File: config.mk
export PLATFORM = sky130hd
export DESIGN_NAME = controle_multiciclo
export DESIGN_NICKNAME = d
export VERILOG_FILES = /design/src/rtl/controle_multiciclo.sv
export SDC_FILE = /design/constraint.sdc
export NUM_CORES = 1
export LEC_CHECK = 0
export BUFFER_PORTS_ARGS = -buffer_cell sky130_fd_sc_hd__buf_2
export CELL_PAD_IN_SITES_DETAIL_PLACEMENT = 1
export CELL_PAD_IN_SITES_GLOBAL_PLACEMENT = 1
export CORE_UTILIZATION = 34
export CTS_CLUSTER_DIAMETER = 120
export DETAILED_ROUTE_END_ITERATION = 10
export PLACE_DENSITY = 0.78
export SLEW_MARGIN = 10
export SYNTH_ARGS = -nofsm -noshare
export SYNTH_HDL_FRONTEND = slang
export SYNTH_SLANG_ARGS = --single-unit
File: constraint.sdc
create_clock -name clk -period 2 [get_ports clk]
set_input_delay 0.5 -clock clk [delete_from_list [all_inputs] [get_ports clk]]
set_output_delay 0.5 -clock clk [all_outputs]
set_load 0.03 [all_outputs]
File: src/rtl/controle_multiciclo.sv
// Multicycle control FSM: sequences fetch/decode/execute and drives every datapath enable/select.
// Build option: define OVERFLOW_TRAP_EN to trap add/sub/addi overflow through EPC (EXC_OVF state).
module controle_multiciclo #(
  parameter int MEM_WAIT = 1,
  parameter int SP_INIT  = 227
) (
  input  logic       clk,
  input  logic       reset,
  input  logic [5:0] OPCODE,
  input  logic [5:0] FUNCT,
  input  logic       Of,
  input  logic       Eq,
  output logic       PC_w,
  output logic       MEM_w,
  output logic       IR_w,
  output logic       RB_w,
  output logic       AB_w,
  output logic       ALU_w,
  output logic       EPC_w,
  output logic [2:0] ULA_c,
  output logic [1:0] M_selector_Memory,
  output logic [1:0] M_selector_writereg,
  output logic [2:0] M_selector_WDATA,
  output logic       M_selector_A,
  output logic [1:0] M_selector_B,
  output logic [1:0] M_selector_PC,
  output logic [4:0] estado
);

  // SP_INIT itself lives in the datapath; WDATA select 7 routes it during RST.
  if (MEM_WAIT < 1 || MEM_WAIT > 3 || SP_INIT < 0) begin : g_param_check
    $error("controle_multiciclo: MEM_WAIT must be 1..3 and SP_INIT non-negative");
  end

  localparam logic [1:0] MW    = 2'(MEM_WAIT);
  localparam logic [1:0] MW_M1 = 2'(MEM_WAIT - 1);

  localparam logic [5:0] OP_R    = 6'h00;
  localparam logic [5:0] OP_J    = 6'h02;
  localparam logic [5:0] OP_JAL  = 6'h03;
  localparam logic [5:0] OP_BEQ  = 6'h04;
  localparam logic [5:0] OP_BNE  = 6'h05;
  localparam logic [5:0] OP_ADDI = 6'h08;
  localparam logic [5:0] OP_LW   = 6'h23;
  localparam logic [5:0] OP_SW   = 6'h2b;
  localparam logic [5:0] FN_ADD  = 6'h20;
  localparam logic [5:0] FN_SUB  = 6'h22;
  localparam logic [5:0] FN_AND  = 6'h24;

  typedef enum logic [4:0] {
    RST     = 5'd0,
    FETCH   = 5'd1,
    WAIT_F  = 5'd2,
    IR_LD   = 5'd3,
    DECODE  = 5'd4,
    R_EX    = 5'd5,
    R_WB    = 5'd6,
    ADDI_EX = 5'd7,
    I_WB    = 5'd8,
    ADDR    = 5'd9,
    MEM_RD  = 5'd10,
    LW_WB   = 5'd11,
    MEM_WR  = 5'd12,
    BR      = 5'd13,
    JMP     = 5'd14,
    JAL_LD  = 5'd15,
    JAL_J   = 5'd16,
    EXC_OP  = 5'd17,
    EXC_MEM = 5'd18,
    EXC_PC  = 5'd19
`ifdef OVERFLOW_TRAP_EN
    , EXC_OVF = 5'd20
`endif
  } state_t;

  state_t     state_q, state_d;
  logic [1:0] cnt_q, cnt_d;

  assign estado = state_q;

`ifdef OVERFLOW_TRAP_EN
  logic ovf_q, ovf_d;

  // Overflow is captured at the edge leaving the execute state so writeback can veto itself.
  always_comb begin
    ovf_d = ovf_q;
    if (state_q == ADDI_EX) ovf_d = Of;
    else if (state_q == R_EX) ovf_d = Of && (FUNCT != FN_AND);
  end

  always_ff @(posedge clk or posedge reset) begin
    if (reset) ovf_q <= 1'b0;
    else       ovf_q <= ovf_d;
  end
`else
  logic unused_of;
  assign unused_of = Of;
`endif

  always_ff @(posedge clk or posedge reset) begin
    if (reset) begin
      state_q <= RST;
      cnt_q   <= 2'd0;
    end else begin
      state_q <= state_d;
      cnt_q   <= cnt_d;
    end
  end

  always_comb begin
    state_d = state_q;
    case (state_q)
      RST:     state_d = FETCH;
      FETCH:   state_d = WAIT_F;
      WAIT_F:  if (cnt_q == MW_M1) state_d = IR_LD;
      IR_LD:   state_d = DECODE;
      DECODE: begin
        case (OPCODE)
          OP_R:          state_d = (FUNCT == FN_ADD || FUNCT == FN_SUB || FUNCT == FN_AND)
                                   ? R_EX : EXC_OP;
          OP_ADDI:       state_d = ADDI_EX;
          OP_LW, OP_SW:  state_d = ADDR;
          OP_BEQ,OP_BNE: state_d = BR;
          OP_J:          state_d = JMP;
          OP_JAL:        state_d = JAL_LD;
          default:       state_d = EXC_OP;
        endcase
      end
      R_EX:    state_d = R_WB;
      ADDI_EX: state_d = I_WB;
`ifdef OVERFLOW_TRAP_EN
      R_WB, I_WB: state_d = ovf_q ? EXC_OVF : FETCH;
      EXC_OVF: state_d = EXC_MEM;
`else
      R_WB, I_WB: state_d = FETCH;
`endif
      ADDR:    state_d = (OPCODE == OP_LW) ? MEM_RD : MEM_WR;
      MEM_RD:  if (cnt_q == MW) state_d = LW_WB;
      LW_WB:   state_d = FETCH;
      MEM_WR:  state_d = FETCH;
      BR:      state_d = FETCH;
      JMP:     state_d = FETCH;
      JAL_LD:  state_d = JAL_J;
      JAL_J:   state_d = FETCH;
      EXC_OP:  state_d = EXC_MEM;
      EXC_MEM: if (cnt_q == MW) state_d = EXC_PC;
      EXC_PC:  state_d = FETCH;
      default: state_d = RST;
    endcase
  end

  // Wait states leave on a cycle count; the counter restarts on every state change.
  assign cnt_d = (state_d == state_q) ? cnt_q + 2'd1 : 2'd0;

  always_comb begin
    PC_w = 1'b0; MEM_w = 1'b0; IR_w = 1'b0; RB_w = 1'b0;
    AB_w = 1'b0; ALU_w = 1'b0; EPC_w = 1'b0;
    ULA_c = 3'b000;
    M_selector_Memory = 2'd0; M_selector_writereg = 2'd0; M_selector_WDATA = 3'd0;
    M_selector_A = 1'b0; M_selector_B = 2'd0; M_selector_PC = 2'd0;
    if (!reset) begin
      case (state_q)
        RST:     begin RB_w = 1'b1; M_selector_writereg = 2'd2; M_selector_WDATA = 3'd7; end
        FETCH:   begin M_selector_B = 2'd1; ULA_c = 3'b001; PC_w = 1'b1; end
        IR_LD:   IR_w = 1'b1;
        DECODE:  begin AB_w = 1'b1; M_selector_B = 2'd3; ULA_c = 3'b001; ALU_w = 1'b1; end
        R_EX: begin
          M_selector_A = 1'b1; ALU_w = 1'b1;
          ULA_c = (FUNCT == FN_SUB) ? 3'b010 : (FUNCT == FN_AND) ? 3'b011 : 3'b001;
        end
        R_WB: begin
          M_selector_writereg = 2'd1;
`ifdef OVERFLOW_TRAP_EN
          RB_w = !ovf_q;
`else
          RB_w = 1'b1;
`endif
        end
        ADDI_EX, ADDR: begin
          M_selector_A = 1'b1; M_selector_B = 2'd2; ULA_c = 3'b001; ALU_w = 1'b1;
        end
        I_WB: begin
`ifdef OVERFLOW_TRAP_EN
          RB_w = !ovf_q;
`else
          RB_w = 1'b1;
`endif
        end
        MEM_RD:  M_selector_Memory = 2'd1;
        LW_WB:   begin M_selector_Memory = 2'd1; M_selector_WDATA = 3'd1; RB_w = 1'b1; end
        MEM_WR:  begin M_selector_Memory = 2'd1; MEM_w = 1'b1; end
        BR: begin
          M_selector_A = 1'b1; ULA_c = 3'b111; M_selector_PC = 2'd1;
          PC_w = (OPCODE == OP_BEQ) ? Eq : !Eq;
        end
        JMP:     begin M_selector_PC = 2'd2; PC_w = 1'b1; end
        JAL_LD:  ALU_w = 1'b1;
        JAL_J: begin
          RB_w = 1'b1; M_selector_writereg = 2'd3; M_selector_PC = 2'd2; PC_w = 1'b1;
        end
`ifdef OVERFLOW_TRAP_EN
        EXC_OVF: begin EPC_w = 1'b1; ULA_c = 3'b010; M_selector_B = 2'd1; end
`endif
        EXC_OP:  begin EPC_w = 1'b1; ULA_c = 3'b010; M_selector_B = 2'd1; end
        EXC_MEM: M_selector_Memory = 2'd2;
        EXC_PC:  begin M_selector_Memory = 2'd2; M_selector_PC = 2'd3; PC_w = 1'b1; end
        default: ;
      endcase
    end
  end

endmodule

==> impl_metrics.env, run 1 <==
export IMPL_status="stopped before the end"
export IMPL_failed_stage="global routing (5_1_grt)"
export IMPL_tool_error="[ERROR GRT-0232] Routing congestion too high. Check the congestion heatmap in the GUI."
export IMPL_syn_inst=171
export IMPL_ys_types=59
export IMPL_h_tree_depth=1
export IMPL_postSynthAreaPerCell_um2=6.900
export IMPL_hpwlAfterDp_um=4439
export IMPL_ctsLongestPathBuffers=2
export IMPL_clkSinkCount=7
export IMPL_cts_root_buf="clkbuf_4"
export IMPL_track_usage_pct=78.35
export IMPL_rows=21
export IMPL_ys_ff_latch=7
export IMPL_grt_max_degree=13
export IMPL_synthSimpleGateAreaFrac_pct=39.13
export IMPL_hold_buffers=0
export IMPL_pin_count=43
export IMPL_synth_main_ff_cell="dfrtp_1"
export IMPL_synthMuxAreaShare_pct=0.8484
export IMPL_yosys_area_share_adder_pct=2.121
export IMPL_synth_top_family_by_area="simple AND/OR/NAND/NOR gates"
export IMPL_synth_compound_area_share_pct=30.43
export IMPL_preCtsSetupSlack_ns=-0.4412
export IMPL_synth_edf_count=0
export IMPL_worstEndpointGrtRepair="PC_w"
export IMPL_seq_area_frac_synth_pct=14.85
export IMPL_cts_buffers=3
export IMPL_syn_nets=189
export IMPL_grt_ovfl_total=33
export IMPL_syn_cell_area_mm2=0.001180
export IMPL_worst_ep_kind="top-level output"
export IMPL_die_x_um=60.91
export IMPL_async_flop_share_pct=100.0
export IMPL_synth_xor_area_share_pct=2.227
export IMPL_place_area_mm2=0.001903
export IMPL_die_y_um=60.91
export IMPL_synth_warning_count=0
export IMPL_place_gp_congestion=0.9012
export IMPL_start_util_pct=35.36
export IMPL_numPortBuffers=41
-- metal layers --
metal | GRT usage, % | GRT overflow
met1 | 79.87 | 0
met2 | 94.51 | 14
met3 | 62.47 | 1
met4 | 80.52 | 18
met5 | 11.43 | 0
-- synthesized netlist by cell type (2+ instances only) --
cell type  instances  area [um2]
and4_1             2       17.52
nand2_1           13       48.80
o31ai_1            2       15.01
inv_1              8       30.03
buf_2              5       25.02
nand2b_1           3       18.77
nor2_1            18       67.56
xor2_1             2       17.52
dfrtp_1            7       175.2
nor4b_1            2       17.52
a31oi_1            3       18.77
nor2b_1            2       12.51
o211ai_1           2       15.01
nor3_1             7       35.03
nor4_1             5       31.28
clkbuf_1           9       33.78
nand4_1            2       12.51
o21ai_0            8       40.04
a21oi_1           10       50.05
nand3b_1           2       15.01
buf_4              2       15.01
o41ai_1            2       17.52
and2_1             3       18.77
and3_1             5       31.28
nand3_1            9       45.04
ha_1               2       25.02
a211oi_1           4       30.03
-- kinds of logic after synthesis --
group                    after synthesis
multiplexers                           1
AND/OR/NAND/NOR                       81
AO/OA/AOI/OAI                         50
buffers and inverters                 27
adder cells (fa/ha/maj)                2
XOR/XNOR                               3
flip-flops                             7
-- stage by stage --
| stage | util [%] | std cells |
|---|---|---|
| after floorplan | - | 171 |
| after CTS | 71.84 | 308 |
| after global placement | 57.03 | 287 |
| after detailed placement | 57.03 | 287 |
-- repair_timing --
action,in CTS
buffers inserted,17
gates resized for setup,92
endpoints found under the setup margin,22
pin swaps,18
==> inputs of run 2 (changes only) <==
==> config.mk (replaced) <==
export PLATFORM = sky130hd
export DESIGN_NAME = controle_multiciclo
export DESIGN_NICKNAME = d
export VERILOG_FILES = /design/src/rtl/controle_multiciclo.sv
export SDC_FILE = /design/constraint.sdc
export NUM_CORES = 1
export LEC_CHECK = 0
export BUFFER_PORTS_ARGS = -buffer_cell sky130_fd_sc_hd__buf_2
export CORE_UTILIZATION = 30
export DETAILED_ROUTE_END_ITERATION = 10
export PLACE_DENSITY_LB_ADDON = 0.15
export SLEW_MARGIN = 10
export SYNTH_ARGS = -nofsm -noshare
export SYNTH_HDL_FRONTEND = slang
export SYNTH_SLANG_ARGS = --single-unit
==> run 2 against run 1 <==
Against the previous run:
- the flow now finishes, with violations (setup timing)
- synthesized cell count unchanged
- synthesized area unchanged
==> impl_metrics.env, run 2 <==
export IMPL_die_x_um=64.72
export IMPL_cts_root_buf="clkbuf_8"
export IMPL_path_clk_slew_ns=0.04
export IMPL_seq_area_frac_synth_pct=14.85
export IMPL_setup_viol=16
export IMPL_finalHoldWorstSlack_ns=0.4514
export IMPL_grt_pass1_wl_um=7845
export IMPL_violations="setup timing"
export IMPL_preCtsSetupSlack_ns=-0.4391
export IMPL_largest_reg_flops=5
export IMPL_synth_top_family_by_area="simple AND/OR/NAND/NOR gates"
export IMPL_path_buf_inv=2
export IMPL_p_leak_uw=0.001139
export IMPL_ff2ff_path_depth=8
export IMPL_track_usage_pct=23.76
export IMPL_rsz0062_at_grt="true"
export IMPL_yosysMostFrequentCell="nor2_1"
export IMPL_synth_compound_area_share_pct=30.43
export IMPL_die_y_um=64.72
export IMPL_yosys_area_share_adder_pct=2.121
export IMPL_cp_num_cells=7
export IMPL_r2r_start="estado[3]$_DFF_PP0_"
export IMPL_cp_end_kind="output pin"
export IMPL_clock_latency_ns=0.23
export IMPL_fin_nets=296
export IMPL_dieArea_mm2=0.004188
export IMPL_ys_ff_latch=7
export IMPL_numPortBuffers=41
export IMPL_start_util_pct=31.75
export IMPL_crit_fanout=3
export IMPL_ir_drop_uv=566.3
export IMPL_yosys_area_top_type="dfrtp_1"
export IMPL_area_delta_synth_final_pct=125.0
export IMPL_postSynthAreaPerCell_um2=6.900
export IMPL_place_gp_congestion=0.8213
export IMPL_diodes=0
export IMPL_nFillCells=262
export IMPL_synth_main_ff_cell="dfrtp_1"
export IMPL_synth_top_cell_area_share_pct=14.85
export IMPL_p_per_area_mw_per_mm2=1603
export IMPL_rows=22
export IMPL_async_flop_share_pct=100.0
export IMPL_routedWlPerCell_um=16.80
export IMPL_drcViolationCount=0
export IMPL_drive_above_1_share_pct=68.95
export IMPL_arrival_ns=1.80
export IMPL_status="complete, but fails checks"
export IMPL_post_route_util_pct=71.45
export IMPL_clkSinkCount=7
export IMPL_hpwlAfterDp_um=3650
export IMPL_dp_cells=291
export IMPL_finalCritPeriodShare_pct=115.0
export IMPL_multi_input_area_mm2=0.001284
export IMPL_fin_ws_ns=-0.2998
export IMPL_ys_types=59
export IMPL_hold_viol=0
export IMPL_grt_pass1_vias=1659
export IMPL_pin_count=43
export IMPL_synth_warning_count=0
export IMPL_via_per_inst=5.634
export IMPL_maxCapViolCount=0
export IMPL_period_needed_ns=2.300
export IMPL_startpoint_type="primary input"
export IMPL_ys_top_cells_by_count="nor2_1, nand2_1, a21oi_1"
export IMPL_final_max_slew_viol_count=0
export IMPL_tightest_slew_ns=0.3899
export IMPL_reg2reg_to="cnt_q[0]$_DFF_PP0_"
export IMPL_antenna_found_initial=0
export IMPL_synth_edf_count=0
export IMPL_cts_tree="done"
export IMPL_seqCellArea_um2=181.4
export IMPL_syn_cell_area_mm2=0.001180
export IMPL_vias=1831
export IMPL_design_core_area_mm2=0.003716
export IMPL_instances_no_fill=325
export IMPL_cp_required_ns=1.50
export IMPL_slew_headroom_pct=74.00
export IMPL_ff2ff_setup_slack_ns=0
export IMPL_synth_xor_area_share_pct=2.227
export IMPL_syn_nets=189
export IMPL_synthMuxAreaShare_pct=0.8484
export IMPL_cts_buffers=3
export IMPL_final_cell_mix="buf_4, buf_6, buf_2"
export IMPL_synth_area_leaders="dfrtp_1, nor2_1, a21oi_1"
export IMPL_h_tree_depth=1
export IMPL_fin_skew_ns=0.005900
export IMPL_startpoint="OPCODE[4]"
export IMPL_crit_end="PC_w"
export IMPL_syn_inst=171
export IMPL_drtAntennaViolNets=0
export IMPL_max_stage_delay_ns=0.27
export IMPL_critPathSlowestCell="o31ai_2"
export IMPL_cp_top_family="compound AO/OA/AOI/OAI gates"
export IMPL_grt_ovfl_total=0
export IMPL_max_freq_mhz=434.8
export IMPL_wirelength_um=5460
export IMPL_path_cells="buf_8 > nor3_4 > a31oi_2 > o31ai_2 > nand3_1 > a211oi_4 > buf_6"
export IMPL_grt_max_degree=22
export IMPL_hold_buffers=0
export IMPL_critPathKind="in2out"
export IMPL_synthSimpleGateAreaFrac_pct=39.13
export IMPL_drtPass1Iterations=4
export IMPL_ctsLongestPathBuffers=2
export IMPL_worstHoldPathType="in2async"
export IMPL_drt_initial_drc_count=74
export IMPL_mostFrequentLayoutCell="buf_4"
-- run 2: worst reg2reg max path, delay by kind of cell (launching register included) --
family | cells | cell delay (ns)
flops | 1 | 0.48
simple gates | 2 | 0.36
buf+inv | 3 | 0.42
compound gates | 3 | 0.66
-- run 2: report_power, final --
part	total (uW)	switching (uW)	internal, uW
clock network	204	65.7	138
registers	305	92.2	213
logic	3750	1970	1780
total	4260	2120	2130
-- run 2: final cells by class --
cell class                      count  share of cell area (%)
Inverter                           10                   1.744
Multi-Input combinational cell    137                   48.35
Sequential cell                     7                   6.833
Clock buffer                        4                   1.697
Tap cell                           48                   2.262
Timing Repair Buffer              119                   39.11
-- run 2: kinds of logic after synthesis --
group | count (synthesis)
simple gates | 81
compound gates | 50
mux | 1
buf+inv | 27
fa+ha+maj | 2
flops | 7
xor+xnor | 3
-- run 2: how the worst min path moves through the flow --
stage          slack, ns             endpoint
2_1_floorplan       0.43   cnt_q[0]$_DFF_PP0_
3_3_place_gp        0.45   cnt_q[0]$_DFF_PP0_
3_5_place_dp        0.47   cnt_q[0]$_DFF_PP0_
4_1_cts             0.44   cnt_q[0]$_DFF_PP0_
5_1_grt             0.48   cnt_q[0]$_DFF_PP0_
6_report            0.45  estado[0]$_DFF_PP0_
-- run 2: repair_timing --
action                                  4_1_cts  5_1_grt
resized for setup                            71       64
endpoints found under the setup margin       19       22
setup buffers                                13       19
pin swaps                                    14       25
-- run 2: routing by layer --
layer | routed length, um | GRT usage [%] | vias to the layer above
met1 | 2223 | 29.76 | 869
met3 | 264 | 2.817 | 22
met2 | 2760 | 41.15 | 81
met4 | 212 | 8.889 | 0
li1 | - | - | 859
met5 | 0 | 0 | -
-- run 2: through the flow --
step / power (uW) / TNS (ns) / instance area [um2]
4_1_cts: 3546 / -1.602 / 2308
5_1_grt: 4470 / -2.701 / 2655
3_5_place_dp: 2793 / -0.6488 / 1908
6_report: 4255 / -1.661 / 2655
3_3_place_gp: 2756 / -0.4307 / 1908
2_1_floorplan: 2013 / -0.1398 / 1416
(Power assumes the default switching activity.)
